[src/rtl/clock_period_monitor.sv]
// Measures period and high time of a slow clock (sig_in) in clk_in cycles and
// tracks lock against a nominal period, with a sticky no-edge timeout.
module clock_period_monitor #(
    parameter int unsigned DATA_WIDTH      = 32,
    parameter int unsigned EXPECTED_PERIOD = 202,
    parameter int unsigned TOLERANCE       = 2,
    parameter int unsigned LOCK_COUNT      = 4,
    parameter int unsigned TIMEOUT         = 1024
) (
    input  logic                  clk_in,
    input  logic                  rst_n,
    input  logic                  sig_in,
    output logic [DATA_WIDTH-1:0] period_out,
    output logic [DATA_WIDTH-1:0] high_out,
    output logic                  meas_valid,
    output logic                  locked,
    output logic                  timeout
);

    localparam int unsigned MC_W = $clog2(LOCK_COUNT + 1);

    localparam logic signed [DATA_WIDTH:0] EXP_S   = (DATA_WIDTH+1)'(EXPECTED_PERIOD);
    localparam logic signed [DATA_WIDTH:0] TOL_S   = (DATA_WIDTH+1)'(TOLERANCE);
    localparam logic [DATA_WIDTH-1:0]      TO_C    = DATA_WIDTH'(TIMEOUT);
    localparam logic [DATA_WIDTH-1:0]      ONE_C   = DATA_WIDTH'(1);
    localparam logic [MC_W-1:0]            LOCK_C  = MC_W'(LOCK_COUNT);

    typedef enum logic {
        IDLE,
        MEASURE
    } state_t;

    state_t                state;
    logic                  sig_meta_p0;
    logic                  sig_s_p1;
    logic                  sig_d_p2;
    logic                  rise;
    logic                  fall;
    logic [DATA_WIDTH-1:0] cnt;
    logic [DATA_WIDTH-1:0] hi_cap;
    logic [MC_W-1:0]       match_cnt;
    logic [MC_W-1:0]       match_nxt;

    // One extra bit keeps the difference exact for any counter value.
    function automatic logic within_tol(input logic [DATA_WIDTH-1:0] c);
        logic signed [DATA_WIDTH:0] d;
        d = signed'({1'b0, c}) - EXP_S;
        if (d < 0) begin
            d = -d;
        end
        return (d <= TOL_S);
    endfunction

    function automatic logic [MC_W-1:0] sat_inc(input logic [MC_W-1:0] v);
        return (v >= LOCK_C) ? LOCK_C : v + 1'b1;
    endfunction

    // Edge detect on the synchronised input, three clk_in cycles behind sig_in.
    assign rise      = sig_s_p1 & ~sig_d_p2;
    assign fall      = ~sig_s_p1 & sig_d_p2;
    assign match_nxt = sat_inc(match_cnt);

    always_ff @(posedge clk_in or negedge rst_n) begin
        if (!rst_n) begin
            state       <= IDLE;
            sig_meta_p0 <= 1'b0;
            sig_s_p1    <= 1'b0;
            sig_d_p2    <= 1'b0;
            cnt         <= '0;
            hi_cap      <= '0;
            match_cnt   <= '0;
            period_out  <= '0;
            high_out    <= '0;
            meas_valid  <= 1'b0;
            locked      <= 1'b0;
            timeout     <= 1'b0;
        end else begin
            sig_meta_p0 <= sig_in;
            sig_s_p1    <= sig_meta_p0;
            sig_d_p2    <= sig_s_p1;
            meas_valid  <= 1'b0;

            case (state)
                IDLE: begin
                    cnt <= '0;
                    if (rise) begin
                        state   <= MEASURE;
                        cnt     <= ONE_C;
                        timeout <= 1'b0;
                    end
                end

                MEASURE: begin
                    if (fall) begin
                        hi_cap <= cnt;
                    end
                    // A rise on the timeout cycle still counts as a measurement.
                    if (rise) begin
                        period_out <= cnt;
                        high_out   <= hi_cap;
                        meas_valid <= 1'b1;
                        cnt        <= ONE_C;
                        if (within_tol(cnt)) begin
                            match_cnt <= match_nxt;
                            if (match_nxt == LOCK_C) begin
                                locked <= 1'b1;
                            end
                        end else begin
                            match_cnt <= '0;
                            locked    <= 1'b0;
                        end
                    end else if (cnt == TO_C) begin
                        timeout   <= 1'b1;
                        locked    <= 1'b0;
                        match_cnt <= '0;
                        cnt       <= '0;
                        state     <= IDLE;
                    end else begin
                        cnt <= cnt + ONE_C;
                    end
                end

                default: begin
                    state <= IDLE;
                    cnt   <= '0;
                end
            endcase
        end
    end

endmodule

[config.mk]
export PLATFORM = sky130hd
export DESIGN_NAME = clock_period_monitor
export DESIGN_NICKNAME = d
export VERILOG_FILES = /design/src/rtl/clock_period_monitor.sv
export SDC_FILE = /design/constraint.sdc
export NUM_CORES = 1
export LEC_CHECK = 0
export CORE_MARGIN = 4
export CORE_UTILIZATION = 45
export DETAILED_ROUTE_END_ITERATION = 10
export PLACE_DENSITY = 0.67
export SYNTH_ARGS = -nofsm -noshare
export SYNTH_HDL_FRONTEND = slang
export SYNTH_SLANG_ARGS = --single-unit
[constraint.sdc]
create_clock -name clk_in -period 6.05 [get_ports clk_in]
set_clock_uncertainty 0.05 [all_clocks]
set_input_delay 0.9075 -clock clk_in [delete_from_list [all_inputs] [get_ports clk_in]]
set_output_delay 0.9075 -clock clk_in [all_outputs]
set_load 0.01 [all_outputs]
# Word-level counts from Yosys, hierarchy flattened
# Cells that the tools add are included.
dict set report word_totals {
  register_bits 138
  input_bits 3
  output_inout_bits 67
}
dict set report op_classes {
  add_sub_neg 4
  order_cmp 3
  n_eq_ne 6
  muxes 24
  bitwise 5
  reduce_logical 6
}
# cell count
set op_table {}
lappend op_table {{2-to-1 mux 33 bit} 3}
lappend op_table {{2-to-1 mux 32 bit} 2}
lappend op_table {{one-hot mux 32 bit (2 select lines)} 1}
lappend op_table {{<= comparator 33 x 3 -> 1 bit (second input constant)} 1}
lappend op_table {{< comparator 33 x 1 -> 1 bit (second input constant)} 1}
lappend op_table {{negation 33 bit} 1}
lappend op_table {{subtractor 32 x 8 -> 33 bit (second input constant)} 1}
lappend op_table {{adder 32 x 1 -> 32 bit (second input constant)} 1}
lappend op_table {{== test 32 x 11 -> 1 bit (second input constant)} 1}
lappend op_table {{2-to-1 mux 1 bit} 12}
lappend op_table {{2-to-1 mux 3 bit} 4}
lappend op_table {{AND reduction 2 bit} 3}
lappend op_table {{AND reduction 3 bit} 2}
lappend op_table {{!= test 2 bit (second input constant)} 2}
lappend op_table {{one-hot mux 1 bit (2 select lines)} 2}
lappend op_table {{adder 3 x 1 -> 3 bit (second input constant)} 1}
lappend op_table {{== test 3 bit (second input constant)} 1}
lappend op_table {{>= comparator 3 bit (second input constant)} 1}
lappend op_table {{!= test 3 x 2 -> 1 bit (second input constant)} 1}
lappend op_table {{inverter 1 bit} 3}
lappend op_table {{AND 1 bit} 2}
lappend op_table {{!= test 2 x 1 -> 1 bit (second input constant)} 1}
lappend op_table {{nonzero test 2 bit} 1}

# Longest topological paths before layout
dict set report logic_depth {
  depth_word 8
  depth_mapped 10
  ltp_nobuf 9
}

# Worst setup path after synthesis
# No wires, ideal clock.
dict set report synth_path {
  path_kind {reg2reg}
  from {register cnt[2]}
  to {register locked}
  t_arrival_ns 2.194
  required_time_ns 5.866
  setup_slack_ns 3.672
  stages_incl_launch_ff 11
  path_buffers 1
  synth_period_minus_slack_ns 2.378
  cell_sequence {dfrtp_1 > buf_2 > inv_1 > ha_1 > nand2b_1 > nand2_1 > a2111oi_0 > o2bb2ai_1 > and3b_1 > a211oi_1 > nor3_1}
}
dict set report synth_via {
  elab_chain_len 8
  word_cells_on_any_way 13
  classes_between {add/sub (2); order compare (2); eq/ne (2); mux (5); reduce/logical (2)}
}
# item line
set synth_rtl {}
lappend synth_rtl {{start, declared} 39} ;# logic [DATA_WIDTH-1:0] cnt;
lappend synth_rtl {{start signal, assigned} 119} ;# cnt <= cnt + ONE_C;
lappend synth_rtl {{subtractor 32 x 8 -> 33 bit} 47} ;# d = signed'({1'b0, c}) - EXP_S;
lappend synth_rtl {{negation 33 bit / < comparator 33 x 1 -> 1 bit (equally long branches)} {49, 48}}
lappend synth_rtl {{2-to-1 mux 33 bit} 48} ;# if (d < 0) begin
lappend synth_rtl {{2-to-1 mux 33 bit} 98} ;# if (rise) begin
lappend synth_rtl {{2-to-1 mux 33 bit} 83} ;# case (state)
lappend synth_rtl {{<= comparator 33 x 3 -> 1 bit} 51} ;# return (d <= TOL_S);
lappend synth_rtl {{!= test 3 x 2 -> 1 bit (no source line) / 2-to-1 mux 1 bit (equally long branches)} --}
lappend synth_rtl {{AND reduction 3 bit (no source line) / 2-to-1 mux 1 bit (equally long branches)} --}
lappend synth_rtl {{end signal, assigned} 75} ;# locked <= 1'b0;
lappend synth_rtl {{end signal, assigned} 106} ;# locked <= 1'b1;
lappend synth_rtl {{end signal, assigned} 110} ;# locked <= 1'b0;
lappend synth_rtl {{end, declared} 16} ;# output logic locked,
# Parallel ways exist; a longest one is shown, timed or not. The select of a mux whose other input is x is not followed.
# A chain may end at the register's enable or synchronous reset.

# Final worst setup path
dict set report layout_path {
  from {register cnt[4]}
  to {register cnt[12]}
}
dict set report layout_via {
  elab_chain_len 4
  word_cells_on_any_way 5
  classes_between {add/sub (1); eq/ne (1); mux (3)}
}
# item line
set layout_rtl {}
lappend layout_rtl {{adder 32 x 1 -> 32 bit / == test 32 x 11 -> 1 bit (equally long branches)} {119, 112}}
lappend layout_rtl {{2-to-1 mux 32 bit (*)} 112} ;# end else if (cnt == TO_C) begin
lappend layout_rtl {{2-to-1 mux 32 bit (*)} 98}
lappend layout_rtl {{one-hot mux 32 bit (2 select lines) (*)} 83}
# Every way passes the cells marked *; elsewhere a longest branch is shown, timed or not.

==> flow_summary_export.csv <==
group,metric,value,unit
timing,drv_slew,0,
place,detailed_place_hpwl,9.10,mm
synth,yosysUniqueCellTypes,63,
floorplan,ios,70,
global_route,grt_pass1_wl,23.0,mm
floorplan,rows,43,
route,totalWireLength,13.3,mm
job,maxCapViolCount,0,
place,port_buffers,69,
clock_tree,root_buffer,"clkbuf_16",
synth,ys_seq_elements,138,
clock_tree,post_cts_resized,0,
synth,synth_most_common_cell,"dfrtp_1",
timing,hold_viol_final,0,
floorplan,die_w,128,um
timing,finalCritPeriodShare,0.502,
power_and_ir_drop,power_leakage,3.63,nW
clock_tree,htree_levels,4,
worst_setup_path,worstSetupEndpointType,"flip-flop",
worst_setup_path,crit_fanout,31,
synth,syn-num-nets,557,
route,first_pass_iters,4,
place,dpl.cell_count,763,
timing,finalCriticalPeriod,3.04,ns
worst_setup_path,crit_required,6.24,ns
synth,synthTopCellsByCount,"138 x dfrtp_1, 86 x mux2_2, 43 x nor2_1",
timing,tightest_slew,1.18,ns
route,drc,0,
clock_tree,cts.clk_slew.worst_paths,0.06,ns
synth,yosys_most_used_dff,"dfrtp_1",
clock_tree,cts_tree,"yes",
synth,synth_top_cell_area_share,0.534,
clock_tree,clk_path_buf_depth,2,
floorplan,core,0.0140,mm^2
floorplan,die_h,128,um
timing,max_slew_margin,0.212,
layout,layout-drive-gt1-share,0.234,
min_path,hp-class,"flip-flop to flip-flop",
power_and_ir_drop,p_per_area,290,mW/mm^2
synth,syn_inst,545,
layout,layoutNonFillerInstCount,792,
clock_tree,clk-insertion-delay-late,0.42,ns
clock_tree,cts_hold_buf,0,
floorplan,die_area,0.0164,mm^2
layout,area_delta_synth_final,20.5,%
synth,async_flop_share,1.00,
layout,final_nets,614,
worst_setup_path,setup.worst_path.start_class,"flip-flop",
route,antenna_left,0,
timing,fmax,0.329,GHz
timing,finalSetupViolations,0,
synth,netlist_area,0.00647,mm^2
clock_tree,postCtsSetupBuffers,0,
layout,antenna_cells,0,
route,routedWlPerCell,16.8,um
synth,seq_area_frac_synth,0.534,
place,post-place-ws,2.97,ns
route,dr_total_vias,4342,
synth,synth-edff-count,0,
global_route,overflow,0,
power_and_ir_drop,vdd_drop_max,0.178,mV
synth,synth_top_cell_by_area,"dfrtp_1",
worst_setup_path,arrival,3.23,ns
global_route,antenna_found_initial,0,
timing,rsz0062_at_grt,"no",
global_route,groute.usage.overall,0.178,
worst_setup_path,crit_type,"flip-flop to flip-flop",
place,place.gp.congestion,0.930,
clock_tree,numCtsBuffers,17,
timing,setup_ws,3.01,ns
synth,synth_area_leaders,"dfrtp_1 53%, mux2_2 15%, xor2_1 3.5%, nor2_1 2.5%, nand2_1 2.1%",
global_route,grt_max_degree,81,
status,outcome,"finished, final reports clean",
synth,syn-mean-instance-area,11.9,um^2
global_route,grt_pass1_vias,4511,
clock_tree,clkSinkCount,138,
floorplan,start_util,0.463,
synth,synth_warnings,0,
timing,setup-tns-final,0,ns
route,initialDrtViolationCount,194,
route,vias_per_cell,5.48,
==> stage by stage <==
step	hold slack (ns)	cell area [um^2]	utilization	total power, W
6_report	0.306	7800	0.557	0.00226
5_1_grt	0.314	7800	0.557	0.00238
2_1_floorplan	0.281	6470	-	0.00121
4_1_cts	0.312	7800	0.557	0.00229
3_5_place_dp	0.286	7240	0.518	0.00132
3_3_place_gp	0.302	7240	0.518	0.00131
==> cell type report <==
class | count | area [um^2]
Sequential cell | 138 | 3450
Fill cell | 1194 | 6190
Multi-Input combinational cell | 362 | 2810
Clock inverter | 7 | 68.8
Clock buffer | 22 | 484
Inverter | 11 | 41.3
Tap cell | 180 | 225
Timing Repair Buffer | 72 | 714
==> per-layer routing <==
metal / track usage / wire (um)
met3: 0.0521 / 675
met2: 0.283 / 6410
met4: 0.0537 / 184
met1: 0.238 / 6000
met5: 0 / 0
==> registers in the layout, summed over array words and instances, names as in the netlist <==
name / flops
sig_meta_p0: 1
meas_valid: 1
sig_d_p2: 1
timeout: 1
high_out: 32
period_out: 32
hi_cap: 32
cnt: 32
match_cnt: 3
sig_s_p1: 1
state: 1
locked: 1
==> kinds of logic (layout without fill, tap and decap cells) <==
logic type                 count (synthesis)  count (layout)  share of synthesized area
buffers and inverters                     45             112                     0.0323
AOI/OAI and AO/OA                         52              52                     0.0578
and+or+nand+nor                          175             175                      0.153
muxes                                     89              89                      0.154
DFF                                      138             138                      0.534
xor gates and xnor gates                  37              37                     0.0512
adders and majority gates                  9               9                     0.0174
==> cell usage in the layout (no fill, tap or decap), drive strengths merged, types with 5 or more instances in the layout <==
| cell type | n |
|---|---|
| nand2 | 36 |
| ha | 9 |
| nand3 | 19 |
| nand4 | 11 |
| nand2b | 5 |
| dfrtp | 138 |
| mux2 | 86 |
| nor3 | 11 |
| inv | 11 |
| or3 | 5 |
| clkdlybuf4s50 | 68 |
| nor2 | 45 |
| xor2 | 27 |
| a31oi | 5 |
| nor4 | 15 |
| clkbuf | 22 |
| xnor2 | 10 |
| a21oi | 6 |
| o21ai | 23 |
==> critical path, stage by stage, from the launching register on <==
cell and delay (ns):
dfrtp_1 0.52, nor2_2 0.48, nand4_1 0.20, nor4_2 0.36
nand2b_1 0.18, nand2b_1 0.90, nor2_1 0.14
==> power by group <==
group	total (W)	internal (W)	switching, W
Sequential	0.00101	0.000968	0.0000453
Clock	0.000959	0.000599	0.000360
Combinational	0.000293	0.000130	0.000163
Total	0.00226	0.00170	0.000568
==> worst paths after layout <==
check | cells past startpoint | slack [ns] | to | startpoint
min in group asynchronous | 1 | 0.45 | hi_cap[31] | rst_n
worst min register to register | 0 | 0.31 | sig_s_p1 | sig_meta_p0
worst max register to register | 6 | 3.01 | cnt[12] | cnt[4]
worst min-delay path | 0 | 0.31 | sig_s_p1 | sig_meta_p0
max in group asynchronous | 2 | 4.28 | high_out[11] | rst_n
worst max-delay path | 6 | 3.01 | cnt[12] | cnt[4]
No activity file was read; power rests on OpenSTA's default activity.
